===== src/rtl/note_controller_pkg.sv =====
// Shared definitions for the note controller and the oscillator it drives:
// waveform encoding and the C4..C5 period table in clk cycles at 10 MHz.
package note_controller_pkg;

  typedef enum logic [1:0] {
    WAVE_SAW     = 2'd0,
    WAVE_TRI     = 2'd1,
    WAVE_PULSE25 = 2'd2,
    WAVE_SQUARE  = 2'd3
  } wave_mode_t;

  localparam int NUM_NOTES = 13;

  localparam logic [15:0] PERIOD_C4  = 16'd38224;
  localparam logic [15:0] PERIOD_CS4 = 16'd36078;
  localparam logic [15:0] PERIOD_D4  = 16'd34053;
  localparam logic [15:0] PERIOD_DS4 = 16'd32142;
  localparam logic [15:0] PERIOD_E4  = 16'd30338;
  localparam logic [15:0] PERIOD_F4  = 16'd28635;
  localparam logic [15:0] PERIOD_FS4 = 16'd27028;
  localparam logic [15:0] PERIOD_G4  = 16'd25511;
  localparam logic [15:0] PERIOD_GS4 = 16'd24079;
  localparam logic [15:0] PERIOD_A4  = 16'd22728;
  localparam logic [15:0] PERIOD_AS4 = 16'd21452;
  localparam logic [15:0] PERIOD_B4  = 16'd20248;
  localparam logic [15:0] PERIOD_C5  = 16'd19112;

  function automatic wave_mode_t next_wave(input wave_mode_t cur);
    wave_mode_t nxt;
    case (cur)
      WAVE_SAW:     nxt = WAVE_TRI;
      WAVE_TRI:     nxt = WAVE_PULSE25;
      WAVE_PULSE25: nxt = WAVE_SQUARE;
      WAVE_SQUARE:  nxt = WAVE_SAW;
      default:      nxt = WAVE_SAW;
    endcase
    return nxt;
  endfunction

endpackage


===== src/rtl/note_controller_period_lut.sv =====
// Note index to oscillator period; indices past C5 map to 0 so the
// oscillator stays silent on a corrupted index.
module note_period_lut
  import note_controller_pkg::*;
(
  input  logic [3:0]  idx,
  output logic [15:0] period
);

  // Table lookup
  always_comb begin
    period = 16'd0;
    case (idx)
      4'd0:    period = PERIOD_C4;
      4'd1:    period = PERIOD_CS4;
      4'd2:    period = PERIOD_D4;
      4'd3:    period = PERIOD_DS4;
      4'd4:    period = PERIOD_E4;
      4'd5:    period = PERIOD_F4;
      4'd6:    period = PERIOD_FS4;
      4'd7:    period = PERIOD_G4;
      4'd8:    period = PERIOD_GS4;
      4'd9:    period = PERIOD_A4;
      4'd10:   period = PERIOD_AS4;
      4'd11:   period = PERIOD_B4;
      4'd12:   period = PERIOD_C5;
      default: period = 16'd0;
    endcase
  end

endmodule


===== src/rtl/note_controller.sv =====
// Button front end for a one-voice synth: synchronize and debounce the raw
// buttons, then derive note selection, waveform, octave and period.
module note_controller
  import note_controller_pkg::*;
#(
  parameter int SYNC_STAGES = 2,
  parameter int DB_CYCLES   = 16
) (
  input  logic        clk,
  input  logic        RST,
  input  logic [12:0] NOTES,
  input  logic        MODE,
  input  logic        OCTAVE,
  output logic [3:0]  note_idx,
  output logic        note_active,
  output logic [1:0]  wave_mode,
  output logic        octave_up,
  output logic [15:0] period,
  output logic        note_load
);

  localparam logic [15:0] DB_LAST = 16'(DB_CYCLES - 1);

  logic [14:0] sync_r [SYNC_STAGES];
  logic [14:0] sync_s, sync_prev_r, clean_r, clean_prev_r, rise_s;
  logic [15:0] db_cnt_r;
  logic [12:0] notes_s, note_rise_s;
  logic [3:0]  hi_rise_s, lo_held_s, idx_n_s, note_idx_r;
  logic        active_n_s, oct_n_s, load_n_s, note_active_r, octave_up_r, note_load_r;
  logic [15:0] lut_s, period_n_s, period_r;
  wave_mode_t  wave_n_s, wave_mode_r;

  // Input synchronizer chain for {OCTAVE, MODE, NOTES}
  always_ff @(posedge clk or posedge RST) begin
    if (RST) begin
      for (int i = 0; i < SYNC_STAGES; i++) sync_r[i] <= 15'd0;
    end else begin
      sync_r[0] <= {OCTAVE, MODE, NOTES};
      for (int i = 1; i < SYNC_STAGES; i++) sync_r[i] <= sync_r[i-1];
    end
  end

  assign sync_s = sync_r[SYNC_STAGES-1];

  // Shared debounce: any change restarts the window; once stable the counter saturates
  always_ff @(posedge clk or posedge RST) begin
    if (RST) begin
      sync_prev_r  <= 15'd0;
      db_cnt_r     <= 16'd0;
      clean_r      <= 15'd0;
      clean_prev_r <= 15'd0;
    end else begin
      sync_prev_r  <= sync_s;
      clean_prev_r <= clean_r;
      if (sync_s != sync_prev_r) begin
        db_cnt_r <= 16'd0;
      end else if (db_cnt_r == DB_LAST) begin
        clean_r <= sync_s;
      end else begin
        db_cnt_r <= db_cnt_r + 16'd1;
      end
    end
  end

  assign rise_s      = clean_r & ~clean_prev_r;
  assign notes_s     = clean_r[12:0];
  assign note_rise_s = rise_s[12:0];

  // Highest rising note and lowest held note
  always_comb begin
    hi_rise_s = 4'd0;
    lo_held_s = 4'd0;
    for (int i = 0; i < NUM_NOTES; i++)
      hi_rise_s = note_rise_s[i] ? 4'(i) : hi_rise_s;
    for (int i = NUM_NOTES - 1; i >= 0; i--)
      lo_held_s = notes_s[i] ? 4'(i) : lo_held_s;
  end

  note_period_lut u_lut (
    .idx    (idx_n_s),
    .period (lut_s)
  );

  // Next output state from the clean-register edges
  always_comb begin
    idx_n_s    = note_idx_r;
    active_n_s = note_active_r;
    if (|note_rise_s) begin
      idx_n_s    = hi_rise_s;
      active_n_s = 1'b1;
    end else if (note_active_r && notes_s[note_idx_r]) begin
      idx_n_s    = note_idx_r;
      active_n_s = 1'b1;
    end else if (|notes_s) begin
      idx_n_s    = lo_held_s;
      active_n_s = 1'b1;
    end else begin
      idx_n_s    = note_idx_r;
      active_n_s = 1'b0;
    end
    oct_n_s  = octave_up_r ^ rise_s[14];
    wave_n_s = rise_s[13] ? next_wave(wave_mode_r) : wave_mode_r;
    // Oscillator restarts only on a pitch change, never on a waveform change
    load_n_s = active_n_s & (~note_active_r | (idx_n_s != note_idx_r) |
                             (oct_n_s != octave_up_r));
    if (!active_n_s) begin
      period_n_s = 16'd0;
    end else if (oct_n_s) begin
      period_n_s = {1'b0, lut_s[15:1]};
    end else begin
      period_n_s = lut_s;
    end
  end

  // Output registers
  always_ff @(posedge clk or posedge RST) begin
    if (RST) begin
      note_idx_r    <= 4'd0;
      note_active_r <= 1'b0;
      wave_mode_r   <= WAVE_SAW;
      octave_up_r   <= 1'b0;
      period_r      <= 16'd0;
      note_load_r   <= 1'b0;
    end else begin
      note_idx_r    <= idx_n_s;
      note_active_r <= active_n_s;
      wave_mode_r   <= wave_n_s;
      octave_up_r   <= oct_n_s;
      period_r      <= period_n_s;
      note_load_r   <= load_n_s;
    end
  end

  assign note_idx    = note_idx_r;
  assign note_active = note_active_r;
  assign wave_mode   = wave_mode_r;
  assign octave_up   = octave_up_r;
  assign period      = period_r;
  assign note_load   = note_load_r;

endmodule


===== config.mk =====
export PLATFORM = sky130hd
export DESIGN_NAME = note_controller
export DESIGN_NICKNAME = d
export VERILOG_FILES = /design/src/rtl/note_controller_pkg.sv /design/src/rtl/note_controller_period_lut.sv /design/src/rtl/note_controller.sv
export SDC_FILE = /design/constraint.sdc
export NUM_CORES = 1
export LEC_CHECK = 0
export ABC_AREA = 1
export CORE_MARGIN = 2
export CORE_UTILIZATION = 47
export DETAILED_ROUTE_END_ITERATION = 6
export PLACE_DENSITY_LB_ADDON = 0.08
export SYNTH_ARGS = -nofsm -noshare
export SYNTH_HDL_FRONTEND = slang
export SYNTH_SLANG_ARGS = --single-unit

===== constraint.sdc =====
create_clock -name clk -period 4.1 [get_ports clk]
set_clock_uncertainty 0.05 [all_clocks]
set_input_delay 0.41 -clock clk [delete_from_list [all_inputs] [get_ports clk]]
set_output_delay 0.41 -clock clk [all_outputs]
set_load 0.01 [all_outputs]

# Word-level counts from Yosys, hierarchy flattened
# Memories as Yosys holds them, arrays and structs flattened.
# Cells that the tools add are included.
# op_classes
add_sub_neg,1
multipliers,0
n_div,0
magnitude_cmp,1
n_eq_ne,8
shift,0
mux,38
bitwise_logic,8
n_reduce_logical,5
# op_table
operator,count
$mux W4,21
$mux W16,4
$reduce_or A13 Y1,2
$add A16 B1 Y16 const B,1
$eq A16 B4 Y1 const B,1
$and A15 B15 Y15,1
$ne A15 B15 Y1,1
$not A15 Y15,1
$mux W3,4
$pmux W2 S4,1
$lt A4 B5 Y1 const B,1
$mux W1,5
$bmux W1 S4,1
$eq A2 B2 Y1 const B,2
$mux W2,2
$ne A4 B4 Y1,1
$eq A2 B1 Y1 const B,1
$logic_not A2 Y1,1
$ne A2 B2 Y1 const B,1
$not A1 Y1,2
$or A1 B1 Y1,2
$reduce_and A2 Y1,1
$and A1 B1 Y1,1
$logic_and A1 B1 Y1,1
other kinds (2),2
# totals
regBits,116
latchBits,0
ram_bits,0
rom_bits,256
inputBits,17
output_inout_bits,25
elab_cells,74
n_memories,1
# memory_table
name,depth,width,read_ports,rd_clocked_by_memory_dff,write_ports,line_no,source
(no name shown),16,16,1,0,0,note_controller_period_lut.sv:13,case (idx)

# Logic depth before layout (Yosys ltp)
# logic_depth
ltp_word,20
ltp_mapped,23
depth_no_buf,23

# Hierarchy
# From an unflattened synthesis, not the netlist that was laid out.
# unflattened
hier_cells,572
hier_area_um2,5262.5
# modules_own_cells
mod,instances,cells_per_inst,area_each_um2,seq_area_each_um2
note_controller,1,488,4808.4,2902.8
note_period_lut,1,84,454.2,0.0

# Worst setup path before layout
# OpenSTA, ideal clock, no wires.
# synth_path
kind,flip-flop to flip-flop
startpoint,register clean_r[8]
endpoint,register period_r[7] (netlist: period[7])
setup_time_ns,0.117
arrival_ns,2.321
required_time_ns,3.933
path_slack_ns,1.611
stages_incl_launch_ff,18
path_buffers,0
synth_period_minus_slack_ns,2.489
cell_sequence,dfrtp_1 > inv_1 > or2_2 > nand2_1 > nor2_1 > nand2_1 > nor2_4 > inv_1 > a21oi_1 > nand2_1 > nand2_2 > inv_1 > ha_1 > inv_1 > nor2_1 > or2_1 > nand3_1 > nand2_1
# synth_between
elab_chain_len,15
word_cells_on_any_way,29
cone_classes,mux (24); bitwise (1); reduce/logical (3); memory (1)
# synth_rtl
element,line_no,source
from (decl),note_controller.sv:25,"logic [14:0] sync_s, sync_prev_r, clean_r, clean_prev_r, rise_s;"
from (signal assigned),note_controller.sv:58,clean_r <= sync_s;
$mux W4 (9 in a row),note_controller.sv:76,lo_held_s = notes_s[i] ? 4'(i) : lo_held_s;
$mux W4,note_controller.sv:94,end else if (|notes_s) begin
$mux W4,note_controller.sv:91,end else if (note_active_r && notes_s[note_idx_r]) begin
$mux W4 *,note_controller.sv:88,if (|note_rise_s) begin
named net idx_n_s[0],note_controller.sv:28,"logic [3:0] hi_rise_s, lo_held_s, idx_n_s, note_idx_r;"
$mem_v2 Z16 W16 *,--,
$mux W16 *,note_controller.sv:108,end else if (oct_n_s) begin
$mux W16 *,note_controller.sv:106,if (!active_n_s) begin
named net period_n_s[7],note_controller.sv:30,"logic [15:0] lut_s, period_n_s, period_r;"
to (signal assigned),note_controller.sv:129,period_r <= period_n_s;
to (decl),note_controller.sv:30,
# Mark *: on every way through the listed nets, which the timed path passes. The rest lies on a longest branch. The select of a mux whose other input is x is not followed.
# A chain may end at the register's enable or synchronous reset.

# Final worst setup path
# layout_path
startpoint,register note_idx_r[0] (netlist: note_idx[0])
endpoint,register period_r[7] (netlist: period[7])
# layout_between
elab_chain_len,8
word_cells_on_any_way,11
cone_classes,mux (9); reduce/logical (1); memory (1)
# layout_rtl
element,line_no,source
from (decl),note_controller.sv:28,
from (signal assigned),note_controller.sv:125,note_idx_r <= idx_n_s;
$bmux W1 S4,note_controller.sv:91,
$mux W1 (implied by the code),note_controller.sv:91,
$logic_and A1 B1 Y1,note_controller.sv:91,
$mux W4 *,note_controller.sv:91,
$mux W4 *,note_controller.sv:88,
named net idx_n_s[0],note_controller.sv:28,
$mem_v2 Z16 W16 *,--,
$mux W16 *,note_controller.sv:108,
$mux W16 *,note_controller.sv:106,
named net period_n_s[7],note_controller.sv:30,
# Marks and branches as above.

==> summary.md <==
| Metric | Value |
|---|---|
| Status | completed |
| Max_cap viols | 0 |
| Die width | around 110 µm |
| Reg2reg end | period[7] |
| Yosys warnings | 0 |
| Final Cell Area | ~6200 µm² |
| Die area | between 10000 and 15000 µm² |
| R2R depth | 17 |
| Distinct cells, synth | 36 |
| Max_slew headroom | between 40 and 50% |
| Worst setup EP type | flip-flop |
| Ys async rst share | 100% |
| Hold EP | sync_r[24] |
| RD Place Congestion | between 0.8 and 0.9 |
| CTS max path bufs | 2 |
| CTS Hold Bufs | 0 |
| Final period util | 70.7% |
| Cell Pwr Density | about 440 nW/µm² |
| Worst Path Arrival | 3240 ps |
| P_int | about 2.1 mW |
| HP Class | in2reg |
| Post-synth top flop | dfrtp_1 |
| CTS tree | done |
| 1st-pass router iterations | 4 |
| Area Overhead vs Synth | 22.2% |
| Total Routed Length | roughly 9200 µm |
| Number of fill cells in the layout | 894 |
| Clock Sinks | ~120 |
| Setup CP Type | reg2reg |
| Overall routing resource usage | 18.3% |
| Sw frac | between 20% and 30% |
| Proportion of layout cells with a drive suffix above 1 | 11.9% |
| Core area | 10400 µm² |
| Syn Nets | roughly 580 |
| Tot Pwr | around 2.7 mW |
| Height of the chip | 108 µm |
| Reg-to-reg startpoint | note_idx[0] |
| Setup TNS | 0 ps |
| IO Port Bufs | between 40 and 50 |
| FF+latch count, synth | 116 |
| Post-CTS setup buffers | 0 |
| FMAX | 0.345 GHz |
| Clock power share | a little over half |
| WP data required | 4440 ps |
| Hold Crit Start | NOTES[9] |
| Row count | 37 |
| Grt ovf | 0 |
| Routed wire per std cell | approximately 12 µm |
| Post-DRT Antenna Nets | 0 |
| Number of global-route vias before repair | 3616 |
| Peak VDD IR | approximately 250 µV |
| First-pass GRT wire length | ~16000 µm |
| Vias | about 3600 |
| Initial drt markers | approximately 170 |
| Clock latency on the worst-skew pair | between 500 and 600 ps |
| Synth Cell Area | between 5000 and 6000 µm² |
| Crit path time final | a little under 3000 ps |
| Psw | roughly 0.56 mW |
| Root Driver | clkbuf_8 |
| DRC viols | 0 |
| Nets | 629 |
| Syn Area/Cell | 9.21 µm² |
| Post-synthesis sequential area ratio | between 50 and 60% |
| Num ports | 42 |
| Hpwl dp | 6490 µm |
| Clock Pin Slew Worst Setup and Hold Paths | ~60 ps |
| Max-slew violation count | 0 |
| Unrepaired setup endpoints after global routing | no |
| TritonCTS Buffers | 17 |
| Leak | just over 3 nW |
| Critical path fanouts, max | 11 |
| DP Area | 5580 µm² |
| H-Tree Level Count | 4 |
| Initial Util | between 40% and 50% |
| Vias per cell | roughly 4.8 |
| Seq pwr share | between 40% and 50% |
| EDFF count, synth | 0 |
| Comb pwr share | 1.9% |
| Crit start category | flip-flop |
| Largest net degree at the start of global routing | between 70 and 80 |
| Hold Path Cell Cnt | 1 |
| ANT cells | 0 |
| # resized after CTS | 0 |
| Final setup vio count | 0 |
| Initial antenna violation count | 0 |
| Syn Inst Count | between 500 and 600 |
| Worst R2R Setup Slack | 1200 ps |
| Final hold violation count | 0 |
| Worst-Margin Slew | 877 ps |
-- power groups by stage --
stage	logic, mW	registers [mW]	clock network [mW]
after floorplan	0.0291	1.20	0
after global placement	0.0530	1.20	0
after detailed placement	0.0535	1.20	0
after CTS	0.0538	1.18	1.50
after global routing	0.0596	1.18	1.56
final	0.0511	1.18	1.47
-- worst max-delay path by stage --
stage,from,to,depth (start not counted)
after floorplan,RST,clean_prev_r[0],1
after global placement,note_idx[0],period[7],17
after detailed placement,note_idx[0],period[7],17
after CTS,note_idx[0],period[7],17
after global routing,note_idx[0],period[6],20
final,note_idx[0],period[7],17
-- state kept, by name, indices dropped and copies added (netlist names), 2 cells and up --
register      flops
clean_prev_r     15
clean_r          15
db_cnt_r         16
note_idx          4
period           16
sync_prev_r      15
sync_r           15
sync_s           15
wave_mode         2
-- synthesized netlist by cell type, types with 2 or more instances --
cell type,number,area [µm²]
nand3_2,3,30.0
nand2_1,132,495
ha_1,11,138
xor2_1,5,43.8
a21oi_1,27,135
o21ai_0,18,90.1
nand2_2,8,50.1
nor2_2,3,18.8
inv_1,52,195
nor2_4,2,22.5
buf_2,4,20.0
dfrtp_1,116,2900
buf_6,5,56.3
o21ai_1,6,30.0
nor4_1,3,18.8
nand3_1,47,235
inv_2,6,22.5
nor3_1,5,25.0
a211oi_1,4,30.0
nor2_1,50,188
or2_2,11,68.8
nand4_1,8,50.1
xnor2_1,10,87.6
-- logic make-up (layout without fill, tap and decap cells) --
logic type	Yosys count	after routing	share of synthesized area, %
adders and majority gates	11	11	2.72
buffers and inverters	69	134	6.01
DFF	116	116	57.4
and+or+nand+nor	275	275	24.4
xor gates and xnor gates	15	15	2.60
AOI/OAI and AO/OA	63	63	6.93
-- critical path: stages (launching register included) --
cell and delay [ps]:
dfrtp_1 630, inv_4 100, nand2_1 80, nand3_1 60, nand3_1 130, nand3_2 100
nand3_2 120, nand2_1 90, a21oi_1 130, nand2_1 130, nand2_2 190, inv_1 140
ha_1 350, inv_1 80, nor2_1 50, or2_1 250, nand3_1 70, nand2_1 50
-- layout by cell type, fill, tap and decap left out, types with 3 or more instances in the layout --
cell	netlist	final
a211oi_1	4	4
a21oi_1	27	27
bufinv_16	0	3
clkbuf_16	0	16
clkdlybuf4s50_1	0	41
clkinv_4	0	3
clkinvlp_4	0	3
dfrtp_1	116	116
ha_1	11	11
inv_1	52	51
inv_2	6	6
inv_6	0	3
nand2_1	132	132
nand2_2	8	8
nand3_1	47	47
nand3_2	3	3
nand4_1	8	8
nor2_1	50	50
nor2_2	3	3
nor3_1	5	5
nor4_1	3	3
o21ai_0	18	18
o21ai_1	6	6
or2_2	11	11
xnor2_1	10	10
xor2_1	5	5
-- layout make-up --
type	instances	area (µm²)	share of cell area (%)
sequential	116	2900	47.0
multi-input combinational	364	1850	30.0
clock buffer	18	428	6.92
timing repair buffer	43	425	6.88
inverter	59	226	3.66
clock inverter	14	175	2.83
tap	136	170	2.75
-- metrics by stage --
| stage | setup slack, ps | util, % | instances | hold WS [ps] |
|---|---|---|---|---|
| after global placement | 1210 | 53.8 | 718 | 283 |
| final | 1200 | 59.6 | 750 | 289 |
| after CTS | 1190 | 59.6 | 750 | 258 |
| after detailed placement | 1220 | 53.8 | 718 | 285 |
| after floorplan | 568 | - | 549 | 281 |
| after global routing | 852 | 59.6 | 750 | 252 |
-- per-layer routing --
| layer | vias to the layer above | part of all wire, % | GRT usage [%] | routed length, µm |
|---|---|---|---|---|
| met3 | 4 | 2.9 | 5.99 | 268 |
| met2 | 57 | 46 | 27.7 | 4240 |
| met4 | 0 | 0.52 | 7.42 | 48 |
| li1 | 1864 | - | - | - |
| met1 | 1656 | 51 | 24.3 | 4650 |
| met5 | - | 0 | 0 | 0 |
No activity file was read; power rests on OpenSTA's default activity.
